--- src/rtl/hazard_ctrl.sv ---
// Hazard and forwarding controller for the five-stage pipeline: load-use stalls,
// branch flushes, memory-busy freezes, operand forwarding and saturating event counters.
module hazard_ctrl #(
    parameter int unsigned CW = 16
) (
    input  logic          clk,
    input  logic          rst,
    input  logic [4:0]    rs1D,
    input  logic [4:0]    rs2D,
    input  logic [4:0]    rs1E,
    input  logic [4:0]    rs2E,
    input  logic [5:0]    rdE,
    input  logic          reg_writeE,
    input  logic [1:0]    result_srcE,
    input  logic          pc_srcE,
    input  logic          mem_stall,
    output logic          stallF,
    output logic          stallD,
    output logic          stallE,
    output logic          stallM,
    output logic          flushD,
    output logic          flushE,
    output logic [1:0]    fwdAE,
    output logic [1:0]    fwdBE,
    output logic [CW-1:0] stall_cnt,
    output logic [CW-1:0] flush_cnt
);

    localparam logic [CW-1:0] CntMax = '1;
    localparam logic [CW-1:0] CntOne = CW'(1);

    logic [4:0] rdM;
    logic [4:0] rdW;
    logic       reg_writeM;
    logic       reg_writeW;
    logic       lwstall;
    logic [4:0] rd_e;
    logic       unused_rdE;

    // Bit 5 of the execute destination carries no register index.
    assign rd_e       = rdE[4:0];
    assign unused_rdE = rdE[5];

    function automatic logic [1:0] fwd_sel(input logic [4:0] rs, input logic [4:0] rd_m,
                                           input logic wr_m, input logic [4:0] rd_w,
                                           input logic wr_w);
        logic [1:0] sel;
        sel = 2'b00;
        if (rs != 5'd0 && wr_m && rd_m == rs) begin
            sel = 2'b10;
        end else if (rs != 5'd0 && wr_w && rd_w == rs) begin
            sel = 2'b01;
        end
        return sel;
    endfunction

    always_comb begin
        lwstall = (result_srcE == 2'b01) && reg_writeE && (rd_e != 5'd0) &&
                  ((rd_e == rs1D) || (rd_e == rs2D));
        stallF  = lwstall | mem_stall;
        stallD  = lwstall | mem_stall;
        stallE  = mem_stall;
        stallM  = mem_stall;
        // A frozen pipeline defers the flush; pc_srcE remains held until it can act.
        flushD  = pc_srcE & ~mem_stall;
        flushE  = (lwstall | pc_srcE) & ~mem_stall;
        fwdAE   = fwd_sel(rs1E, rdM, reg_writeM, rdW, reg_writeW);
        fwdBE   = fwd_sel(rs2E, rdM, reg_writeM, rdW, reg_writeW);
    end

    always_ff @(posedge clk or posedge rst) begin
        if (rst) begin
            rdM        <= 5'd0;
            rdW        <= 5'd0;
            reg_writeM <= 1'b0;
            reg_writeW <= 1'b0;
        end else if (!mem_stall) begin
            rdM        <= rd_e;
            reg_writeM <= reg_writeE;
            rdW        <= rdM;
            reg_writeW <= reg_writeM;
        end
    end

    always_ff @(posedge clk or posedge rst) begin
        if (rst) begin
            stall_cnt <= '0;
            flush_cnt <= '0;
        end else begin
            if (stallF && stall_cnt != CntMax) begin
                stall_cnt <= stall_cnt + CntOne;
            end
            if (flushD && flush_cnt != CntMax) begin
                flush_cnt <= flush_cnt + CntOne;
            end
        end
    end

endmodule

--- config.mk ---
export PLATFORM = sky130hd
export DESIGN_NAME = hazard_ctrl
export DESIGN_NICKNAME = d
export VERILOG_FILES = /design/src/rtl/hazard_ctrl.sv
export SDC_FILE = /design/constraint.sdc
export NUM_CORES = 1
export LEC_CHECK = 0
export BUFFER_PORTS_ARGS = -buffer_cell sky130_fd_sc_hd__buf_4
export CORE_AREA = 2 2 71 73
export CTS_BUF_LIST = sky130_fd_sc_hd__clkbuf_4 sky130_fd_sc_hd__clkbuf_8
export DETAILED_ROUTE_END_ITERATION = 6
export DIE_AREA = 0 0 73 75
export PLACE_DENSITY_LB_ADDON = 0.15
export RECOVER_POWER = 25
export SYNTH_ARGS = -nofsm -noshare
export SYNTH_HDL_FRONTEND = slang
export SYNTH_SLANG_ARGS = --single-unit
--- constraint.sdc ---
create_clock -name clk -period 3.2 [get_ports clk]
set_input_delay 0.8 -clock clk [delete_from_list [all_inputs] [get_ports clk]]
set_output_delay 0.8 -clock clk [all_outputs]
set_load 0.02 [all_outputs]
==> load_flow_metrics.sql, run 1 <==
INSERT INTO impl_metrics (metric_group, metric, value, unit) VALUES
('setup_path', 'kind_of_critical_path', 'primary input to output pin', ''),
('timing', 'rsz0062_at_grt', 'false', ''),
('grt', 'number_of_global_route_vias_before_repair', '1814', ''),
('setup_path', 'cp_endpoint', 'fwdAE[0]', ''),
('grt', 'groute.usage.overall', '20.03', '%'),
('finish', 'final_cell_area', '0.003100', 'sq mm'),
('die', 'design.portCount', '75', ''),
('pwr', 'p_leak', '1.393', 'nW'),
('timing', 'worst_slew_pin_slew', '0.9686', 'ns'),
('synthesis', 'synth.mux.area_fraction', '6.973', '%'),
('timing', 'period_needed', '2.930', 'ns'),
('setup_path', 'setup.worst_path.start_class', 'primary input', ''),
('synthesis', 'async_reset_ff_share', '100.0', '%'),
('placed_design', 'place_hpwl', '3946', 'um'),
('finish', 'nNetsFinal', '336', ''),
('synthesis', 'synth-warning-count', '0', ''),
('grt', 'gr-usage-met3', '4.819', '%'),
('hold_path', 'holdCritPathClass', 'flop to flop', ''),
('placed_design', 'gpl.final_weighted_congestion', '0.8686', ''),
('timing', 'fin_worst_skew', '0.008922', 'ns'),
('setup_path', 'path_max_fanout', '3', ''),
('die', 'start_util', '51.97', '%'),
('route', 'route.detailed.vias_per_inst', '5.323', ''),
('synthesis', 'synth_compound_area_share', '2.686', '%'),
('timing', 'timing.slew.headroom', '35.03', '%'),
('finish', 'flow.area_growth_from_synthesis', '28.00', '%'),
('clock_network', 'cts.path.max_buffers', '2', ''),
('timing', 'finalCritPeriodShare', '91.55', '%'),
('synthesis', 'ys_ff_latch', '44', ''),
('clock_network', 'clkTransAtPathRegs', '0.08', 'ns'),
('job', 'timing.max_cap.violations', '0', ''),
('placed_design', 'io_buffers', '73', ''),
('grt', 'antenna_found_initial', '0', ''),
('synthesis', 'netlist_instances', '225', ''),
('die', 'die_width', '73', 'um'),
('setup_path', 'cp_cell_sequence', 'buf_4 -> or4_1 -> nor2_1 -> nor4_1 -> nor4_1 -> buf_4', ''),
('grt', 'grt-busiest-layer', 'met2', ''),
('die', 'core_footprint', '0.004661', 'sq mm'),
('clock_network', 'clk_root_buffer_cell', 'sky130_fd_sc_hd__clkbuf_8', ''),
('synthesis', 'post_synth_instance_area', '0.002422', 'sq mm'),
('clock_network', 'insertion_delay', '0.30', 'ns'),
('clock_network', 'clock_tree_from_tritoncts', 'done', ''),
('timing', 'report.final.slew_viol_count', '0', ''),
('timing', 'holdWs', '0.5004', 'ns'),
('synthesis', 'share_of_yosys_cell_area_claimed_by_the_top_area_cell_type', '45.45', '%'),
('route', 'drt_pre_antenna_iters', '4', ''),
('route', 'ant_nets', '0', ''),
('clock_network', 'numClockSinks', '44', ''),
('timing', 'fin_tns_setup', '0', 'ns'),
('outcome', 'status', 'finished, final reports clean', ''),
('route', 'drt-total-wl', '5040', 'um'),
('timing', 'hold_viol_final', '0', ''),
('die', 'die_y', '75', 'um'),
('grt', 'first_pass_grt_wire_length', '8300', 'um'),
('synthesis', 'edff_count_synth', '0', ''),
('setup_path', 'slowest_delay', '0.51', 'ns'),
('setup_path', 'critPathLaunch', 'rs1E[1]', ''),
('setup_path', 'internal_reg_to_reg_setup_slack', '1.24', 'ns'),
('placed_design', 'pre_cts_ws', '0.2628', 'ns'),
('route', 'drcViolationCount', '0', ''),
('setup_path', 'crit_path_end_kind', 'output pin', ''),
('synthesis', 'synthesis.nets', '260', ''),
('synthesis', 'yosysSeqAreaShare', '45.45', '%'),
('setup_path', 'r2r_start', 'stall_cnt[0]', ''),
('route', 'routed-via-count', '1895', ''),
('finish', 'antenna-diode-count', '0', ''),
('pwr', 'p_per_area', '557.9', 'mW/mm^2'),
('clock_network', 'ctsHoldBuffers', '0', ''),
('grt', 'overflow', '0', ''),
('pwr', 'p_total', '1.730', 'mW'),
('setup_path', 'r2r_cells', '6', '');
[per-stage QoR]
| step | cells | utilization, % |
|---|---|---|
| 3_3_place_gp | 348 | 64.62 |
| 2_1_floorplan | 225 | - |
| 6_report | 356 | 66.52 |
| 5_1_grt | 356 | 66.52 |
| 4_1_cts | 356 | 66.60 |
| 3_5_place_dp | 348 | 64.62 |
[area by class of cell]
class / instances / area, sq um / share of cell area (%)
repair buffers: 75 / 559.3 / 18.04
clock buffers: 6 / 82.58 / 2.663
clock inverters: 2 / 10.01 / 0.3228
flip-flops and latches: 44 / 1101 / 35.51
multi-input cells: 172 / 1269 / 40.92
inverters: 3 / 11.26 / 0.3632
well taps: 54 / 67.56 / 2.179
[cells in the mapped netlist, types with 2 or more instances]
| cell type | instances |
|---|---|
| sky130_fd_sc_hd__dfrtp_1 | 44 |
| sky130_fd_sc_hd__xnor2_1 | 41 |
| sky130_fd_sc_hd__nand2_1 | 19 |
| sky130_fd_sc_hd__xor2_1 | 18 |
| sky130_fd_sc_hd__mux2_2 | 15 |
| sky130_fd_sc_hd__nand3_1 | 13 |
| sky130_fd_sc_hd__nand4_1 | 10 |
| sky130_fd_sc_hd__nor2_1 | 10 |
| sky130_fd_sc_hd__nor4_1 | 7 |
| sky130_fd_sc_hd__and3_1 | 5 |
| sky130_fd_sc_hd__nor3_1 | 5 |
| sky130_fd_sc_hd__and4_1 | 3 |
| sky130_fd_sc_hd__buf_4 | 3 |
| sky130_fd_sc_hd__or4_1 | 3 |
| sky130_fd_sc_hd__and2_1 | 2 |
| sky130_fd_sc_hd__clkbuf_1 | 2 |
| sky130_fd_sc_hd__ha_1 | 2 |
| sky130_fd_sc_hd__inv_1 | 2 |
| sky130_fd_sc_hd__nand2b_1 | 2 |
[cell usage in the layout (no fill, tap or decap), types with 6 or more instances in the layout]
cell type / instances
sky130_fd_sc_hd__xnor2_1: 41
sky130_fd_sc_hd__mux2_2: 15
sky130_fd_sc_hd__buf_4: 73
sky130_fd_sc_hd__clkbuf_8: 6
sky130_fd_sc_hd__nor2_1: 10
sky130_fd_sc_hd__nand4_1: 10
sky130_fd_sc_hd__dfrtp_1: 44
sky130_fd_sc_hd__nand2_1: 19
sky130_fd_sc_hd__xor2_1: 18
sky130_fd_sc_hd__nor4_1: 7
sky130_fd_sc_hd__nand3_1: 13
[where the power goes]
part | total [mW] | switching (mW) | internal (mW)
clock network | 0.361 | 0.189 | 0.172
logic | 0.567 | 0.288 | 0.279
registers | 0.802 | 0.142 | 0.660
total | 1.73 | 0.619 | 1.11
[flip-flops by register name, indices dropped and copies added (netlist names)]
name        flops
flush_cnt      16
stall_cnt      16
reg_writeM      1
rdW             5
reg_writeW      1
rdM             5
[critical path: cells and delay by family]
family	cells	cell delay [ns]
buffers and inverters	2	0.32
AND/OR/NAND/NOR	4	1.01
[worst min path at each step]
stage / to / cells after the start / start / slack, ns
2_1_floorplan: reg_writeW / 1 / reg_writeW / 0.50
3_3_place_gp: stall_cnt[15] / 1 / stall_cnt[15] / 0.48
3_5_place_dp: flush_cnt[10] / 1 / flush_cnt[10] / 0.49
4_1_cts: stall_cnt[5] / 1 / stall_cnt[5] / 0.51
5_1_grt: flush_cnt[10] / 1 / flush_cnt[10] / 0.53
6_report: stall_cnt[5] / 1 / stall_cnt[5] / 0.50
[layer usage]
layer	share of wire, %	wire length (um)	vias up
li1	-	-	939
met1	46	2296	900
met2	48	2408	49
met3	5.3	269	7
met4	1.3	65	0
met5	0	0	-
[kinds of logic (layout without fill, tap and decap cells)]
kind of cell	after synthesis	after routing
AND/OR/NAND/NOR	87	87
XOR/XNOR	59	59
flip-flops	44	44
multiplexers	15	15
AO/OA/AOI/OAI	9	9
buffers and inverters	9	86
adder cells (fa/ha/maj)	2	2
(Power assumes the default switching activity.)
==> run 2, diff against run 1 <==
CORE_AREA = 2 2 75 70   (was 2 2 71 73)
DIE_AREA = 0 0 77 72   (was 0 0 73 75)
==> run 2 against run 1 <==
Combinational power increased by 0.9%. Critical path depth unchanged. Register-to-register slack improved by 0.05 ns. Non-clock buffer count unchanged. Flip-flop and latch count unchanged. Global-route usage decreased by 0.15 points. Via count increased by 2.2%. Hold slack improved by 0.011 ns. Clock-buffer cell count decreased by 1. Setup slack got worse by 0.028 ns. Critical endpoint unchanged. Highest routed layer unchanged.
==> load_flow_metrics.sql, run 2 (synthesis results as in run 1) <==
INSERT INTO impl_metrics (metric_group, metric, value, unit) VALUES
('outcome', 'status', 'finished, final reports clean', ''),
('route', 'ant_nets', '0', ''),
('setup_path', 'cp_endpoint', 'fwdAE[0]', ''),
('timing', 'fin_tns_setup', '0', 'ns'),
('grt', 'number_of_global_route_vias_before_repair', '1906', ''),
('timing', 'hold_viol_final', '0', ''),
('setup_path', 'critical_path_required', '2.40', 'ns'),
('pwr', 'p_total', '1.786', 'mW'),
('timing', 'final_critical_path_setup_slack', '0.2424', 'ns'),
('setup_path', 'setup.worst_path.start_class', 'primary input', ''),
('finish', 'antenna-diode-count', '0', ''),
('clock_network', 'number_of_buffers_added_for_setup_after_cts', '0', ''),
('timing', 'worst_slew_pin_slew', '1.065', 'ns'),
('timing', 'report.final.slew_viol_count', '0', ''),
('finish', 'flow.area_growth_from_synthesis', '29.39', '%'),
('timing', 'final-setup-viol-count', '0', ''),
('finish', 'layout.cells.most_common_list', 'sky130_fd_sc_hd__buf_4 (73), sky130_fd_sc_hd__dfrtp_1 (44), sky130_fd_sc_hd__xnor2_1 (41)', ''),
('timing', 'achievable-frequency', '338.1', 'MHz'),
('placed_design', 'placed_cells', '359', ''),
('placed_design', 'pre_cts_ws', '0.2398', 'ns'),
('route', 'routed-via-count', '1937', ''),
('setup_path', 'internal_reg_to_reg_setup_slack', '1.29', 'ns'),
('grt', 'maximum_number_of_pins_on_one_net_before_global_route_repair', '45', ''),
('clock_network', 'ctsHoldBuffers', '0', ''),
('clock_network', 'cts_max_level', '2', ''),
('setup_path', 'cp.buffers_inverters', '2', ''),
('hold_path', 'holdPathStages', '1', ''),
('finish', 'multi_input_comb_area', '0.001269', 'sq mm'),
('route', 'drt_pre_antenna_iters', '2', ''),
('finish', 'leading_cell_type_in_the_layout_fill_and_taps_excluded', 'sky130_fd_sc_hd__buf_4', ''),
('timing', 'fin_worst_skew', '0.002403', 'ns'),
('setup_path', 'slowest_delay', '0.51', 'ns'),
('die', 'die_area', '0.005544', 'sq mm'),
('clock_network', 'cts.repair.resized', '0', ''),
('route', 'route.detailed.vias_per_inst', '5.278', ''),
('setup_path', 'path_max_fanout', '3', ''),
('placed_design', 'gpl.final_weighted_congestion', '0.8091', ''),
('finish', 'num-fill-cells', '421', ''),
('grt', 'antenna_found_initial', '0', ''),
('die', 'die_width', '77', 'um'),
('setup_path', 'critPathLaunch', 'rs1E[1]', ''),
('grt', 'overflow', '0', ''),
('setup_path', 'critPathArrivalTime', '2.16', 'ns'),
('die', 'design.portCount', '75', ''),
('finish', 'finalNonFillerCells', '367', ''),
('clock_network', 'cts.path.max_buffers', '2', ''),
('finish', 'nNetsFinal', '336', ''),
('pwr', 'p_per_area', '569.7', 'mW/mm^2'),
('clock_network', 'numClockSinks', '44', ''),
('placed_design', 'io_buffers', '73', ''),
('die', 'core_footprint', '0.004745', 'sq mm'),
('route', 'drt_iter0_markers', '120', ''),
('grt', 'first_pass_grt_wire_length', '8645', 'um'),
('setup_path', 'kind_of_critical_path', 'primary input to output pin', ''),
('grt', 'groute.usage.overall', '19.87', '%'),
('hold_path', 'holdCritPathClass', 'flop to flop', ''),
('clock_network', 'clock_tree_from_tritoncts', 'done', ''),
('route', 'drcViolationCount', '0', ''),
('setup_path', 'timing.critical_path.depth', '6', ''),
('timing', 'finalCritPeriodShare', '92.42', '%'),
('setup_path', 'r2r_cells', '5', ''),
('setup_path', 'worst_path_dominant_cell_family', 'simple AND/OR/NAND/NOR gates', ''),
('timing', 'rsz0062_at_grt', 'false', ''),
('die', 'die_y', '72', 'um'),
('pwr', 'worst_ir_drop_vdd', '0.0004180', 'V'),
('job', 'timing.max_cap.violations', '0', ''),
('timing', 'timing.slew.headroom', '29.03', '%'),
('setup_path', 'r2r_start', 'flush_cnt[5]', ''),
('clock_network', 'clk_root_buffer_cell', 'sky130_fd_sc_hd__clkbuf_8', ''),
('setup_path', 'cp_cell_sequence', 'buf_4 -> or4_1 -> nor2_1 -> nor4_1 -> nor4_1 -> buf_4', ''),
('timing', 'period_needed', '2.958', 'ns'),
('finish', 'final-seq-area', '0.001101', 'sq mm'),
('die', 'rows', '24', ''),
('finish', 'drive_gt1_share', '35.10', '%'),
('die', 'start_util', '51.05', '%'),
('setup_path', 'critical_path.reg2reg.endpoint', 'flush_cnt[14]', ''),
('clock_network', 'insertion_delay', '0.29', 'ns'),
('hold_path', 'hp-start', 'flush_cnt[13]', ''),
('setup_path', 'crit_path_end_kind', 'output pin', ''),
('clock_network', 'numCtsBuffers', '5', ''),
('clock_network', 'clkTransAtPathRegs', '0.08', 'ns'),
('setup_path', 'critical-path-slowest-cell', 'sky130_fd_sc_hd__or4_1', ''),
('pwr', 'p_leak', '1.403', 'nW'),
('route', 'drt-total-wl', '5181', 'um'),
('placed_design', 'place_hpwl', '3957', 'um'),
('finish', 'largest_registers', 'flush_cnt: 16 flops, stall_cnt: 16 flops', ''),
('route', 'route.detailed.wl_per_inst', '14.12', 'um');
-- run 2: per-layer routing --
metal,global-route usage (%),part of all wire [%]
met1,22.93,42
met2,34.50,49
met3,6.219,6.8
met4,8.730,1.9
met5,0,0
-- run 2: stage by stage --
stage / hold slack (ns) / area, sq um / utilization [%]
6_report: 0.5112 / 3134 / 66.06
5_1_grt: 0.5357 / 3134 / 66.06
4_1_cts: 0.5157 / 3137 / 66.11
3_5_place_dp: 0.4889 / 3025 / 63.77
3_3_place_gp: 0.4811 / 3025 / 63.77
2_1_floorplan: 0.5018 / 2422 / -
-- run 2: worst min-delay path by stage --
stage	end	slack, ns
5_1_grt	stall_cnt[15]	0.54
3_3_place_gp	flush_cnt[14]	0.48
3_5_place_dp	flush_cnt[13]	0.49
2_1_floorplan	reg_writeW	0.50
4_1_cts	stall_cnt[5]	0.52
6_report	flush_cnt[13]	0.51
-- run 2: worst register-to-register path: cells and delay by family, from the launching register on --
family	cells	cell delay, ns
XOR/XNOR	1	0.16
flip-flops	1	0.45
AO/OA/AOI/OAI	1	0.51
AND/OR/NAND/NOR	3	0.69
-- run 2: layout make-up --
cell class              count  share of cell area (%)
flip-flops and latches     44                   35.13
repair buffers             75                   17.88
inverters                   3                  0.3593
well taps                  65                   2.595
clock buffers               5                   2.196
clock inverters             3                   1.357
multi-input cells         172                   40.48
-- run 2: report_power, final --
group	switching, mW	internal, mW
clock network	0.190	0.231
registers	0.133	0.660
logic	0.292	0.279
total	0.615	1.17
==> run 3, diff against run 2 <==
RECOVER_POWER = 100   (was 25)
==> run 3 against run 2 <==
Non-clock buffer count stayed put. Routed wire length shrank 0.15%. Via count up 0.67%. Sequential power about the same. Fmax down 2.2%. Critical path type unchanged. Highest routed layer unchanged. Register-to-register slack barely moved. Clock skew is 0.0012 ns higher. Sequential share of layout area increased by 2.2 points.
==> load_flow_metrics.sql, run 3 (synthesis results as in run 1) <==
INSERT INTO impl_metrics (metric_group, metric, value, unit) VALUES
('timing', 'report.final.slew_viol_count', '0', ''),
('timing', 'holdWs', '0.5071', 'ns'),
('timing', 'timing.slew.headroom', '28.89', '%'),
('route', 'drcViolationCount', '0', ''),
('grt', 'overflow', '0', ''),
('outcome', 'status', 'finished, final reports clean', ''),
('finish', 'layout.cells.most_common_list', 'sky130_fd_sc_hd__dfrtp_1 (44), sky130_fd_sc_hd__clkbuf_1 (43), sky130_fd_sc_hd__xnor2_1 (41)', ''),
('clock_network', 'clk_root_buffer_cell', 'sky130_fd_sc_hd__clkbuf_8', ''),
('route', 'routed-via-count', '1950', ''),
('placed_design', 'gpl.final_weighted_congestion', '0.8091', ''),
('job', 'timing.max_cap.violations', '0', ''),
('pwr', 'seq_power_share', '46.5', '%'),
('timing', 'fin_tns_setup', '0', 'ns'),
('route', 'route.detailed.vias_per_inst', '5.313', ''),
('timing', 'rsz0062_at_grt', 'false', ''),
('route', 'drt_pre_antenna_iters', '4', ''),
('hold_path', 'hp-start', 'flush_cnt[10]', ''),
('die', 'die_width', '77', 'um'),
('setup_path', 'path_max_fanout', '3', ''),
('pwr', 'clock_power_share', '24.6', '%'),
('finish', 'antenna-diode-count', '0', ''),
('finish', 'finalNonFillerCells', '367', ''),
('setup_path', 'r2r_start', 'stall_cnt[2]', ''),
('die', 'rows', '24', ''),
('clock_network', 'clkTransAtPathRegs', '0.08', 'ns'),
('setup_path', 'kind_of_critical_path', 'primary input to output pin', ''),
('route', 'drt-total-wl', '5173', 'um'),
('timing', 'hold_viol_final', '0', ''),
('finish', 'flow.area_growth_from_synthesis', '21.75', '%'),
('die', 'die_area', '0.005544', 'sq mm'),
('clock_network', 'number_of_buffers_added_for_setup_after_cts', '0', ''),
('route', 'drt_iter0_markers', '86', ''),
('clock_network', 'numCtsBuffers', '5', ''),
('timing', 'fin_worst_skew', '0.003570', 'ns'),
('finish', 'drive_gt1_share', '20.20', '%'),
('placed_design', 'place_hpwl', '3957', 'um'),
('die', 'core_footprint', '0.004745', 'sq mm'),
('pwr', 'p_per_area', '577.2', 'mW/mm^2'),
('clock_network', 'clock_tree_from_tritoncts', 'done', ''),
('clock_network', 'cts.repair.resized', '0', ''),
('clock_network', 'ctsHoldBuffers', '0', ''),
('timing', 'achievable-frequency', '330.7', 'MHz'),
('pwr', 'switch_share', '35.69', '%'),
('pwr', 'switchingPower', '607.5', 'uW'),
('timing', 'period_needed', '3.024', 'ns'),
('clock_network', 'insertion_delay', '0.29', 'ns'),
('placed_design', 'placed_cell_area', '0.003025', 'sq mm'),
('setup_path', 'setup.worst_path.start_class', 'primary input', ''),
('finish', 'largest_registers', 'flush_cnt: 16 flops, stall_cnt: 16 flops', ''),
('pwr', 'worst_ir_drop_vdd', '0.0003771', 'V'),
('timing', 'worst_slew_pin_slew', '1.067', 'ns'),
('grt', 'groute.usage.overall', '19.87', '%'),
('grt', 'first_pass_grt_wire_length', '8645', 'um'),
('placed_design', 'io_buffers', '73', ''),
('setup_path', 'crit_path_end_kind', 'output pin', ''),
('route', 'route.detailed.wl_per_inst', '14.10', 'um'),
('placed_design', 'placed_cells', '359', ''),
('die', 'start_util', '51.05', '%'),
('timing', 'final-setup-viol-count', '0', ''),
('die', 'design.portCount', '75', ''),
('die', 'die_y', '72', 'um'),
('timing', 'finalCritPeriodShare', '94.51', '%'),
('finish', 'nNetsFinal', '336', ''),
('hold_path', 'holdCritPathClass', 'flop to flop', ''),
('pwr', 'comb_power_share', '28.9', '%'),
('setup_path', 'critPathLaunch', 'rs1E[1]', ''),
('grt', 'antenna_found_initial', '0', ''),
('setup_path', 'critical_path_required', '2.40', 'ns'),
('setup_path', 'critPathArrivalTime', '2.22', 'ns'),
('pwr', 'p_leak', '1.227', 'nW'),
('grt', 'maximum_number_of_pins_on_one_net_before_global_route_repair', '45', ''),
('finish', 'final_cell_area', '0.002949', 'sq mm'),
('clock_network', 'cts.path.max_buffers', '2', ''),
('clock_network', 'numClockSinks', '44', ''),
('grt', 'number_of_global_route_vias_before_repair', '1906', ''),
('pwr', 'internal_power_summed_over_all_cells', '1.095', 'mW'),
('clock_network', 'cts_max_level', '2', ''),
('finish', 'leading_cell_type_in_the_layout_fill_and_taps_excluded', 'sky130_fd_sc_hd__dfrtp_1', ''),
('route', 'ant_nets', '0', '');
-- run 3: layout make-up --
type,count,area (sq um)
timing repair buffer,75,394.1
inverter,3,11.26
multi-input combinational,172,1250
clock inverter,3,42.54
tap,65,81.33
sequential,44,1101
fill,460,1795
clock buffer,5,68.82
-- run 3: power groups by stage --
stage / combinational (mW) / sequential [mW] / clock, mW
after floorplan: 0.249 / 0.885 / 0
after global routing: 0.541 / 0.815 / 0.458
after global placement: 0.566 / 0.803 / 0
after CTS: 0.584 / 0.796 / 0.435
after detailed placement: 0.581 / 0.805 / 0
final: 0.493 / 0.791 / 0.418
-- run 3: metrics by stage --
stage               setup slack [ns]  total power [mW]  utilization (%)
CTS                           0.2398             1.815            66.11
global placement              0.2656             1.369            63.77
detailed placement            0.2398             1.386            63.77
global route                 0.08539             1.814            62.16
finish                        0.1758             1.702            62.16
floorplan                    0.09264             1.135                -
-- run 3: worst paths after layout --
path	depth (start not counted)	slack (ns)	to
worst max register to register	5	1.30	stall_cnt[15]
max in group asynchronous	3	1.70	rdW[0]
worst min-delay path	1	0.51	flush_cnt[10]
worst min register to register	1	0.51	flush_cnt[10]
min in group asynchronous	3	0.85	flush_cnt[14]
worst max-delay path	6	0.18	fwdAE[0]
-- run 3: critical path, cell delays in order --
cell	delay, ns
sky130_fd_sc_hd__buf_4	0.12
sky130_fd_sc_hd__or4_1	0.52
sky130_fd_sc_hd__nor2_1	0.14
sky130_fd_sc_hd__nor4_1	0.09
sky130_fd_sc_hd__nor4_1	0.29
sky130_fd_sc_hd__clkbuf_1	0.27
-- run 3: per-layer routing --
layer,track usage (%),up-vias,routed length (um)
met5,0,-,0
met4,8.730,0,105
met3,6.219,11,375
met2,34.50,63,2507
met1,22.93,924,2184
li1,-,952,-
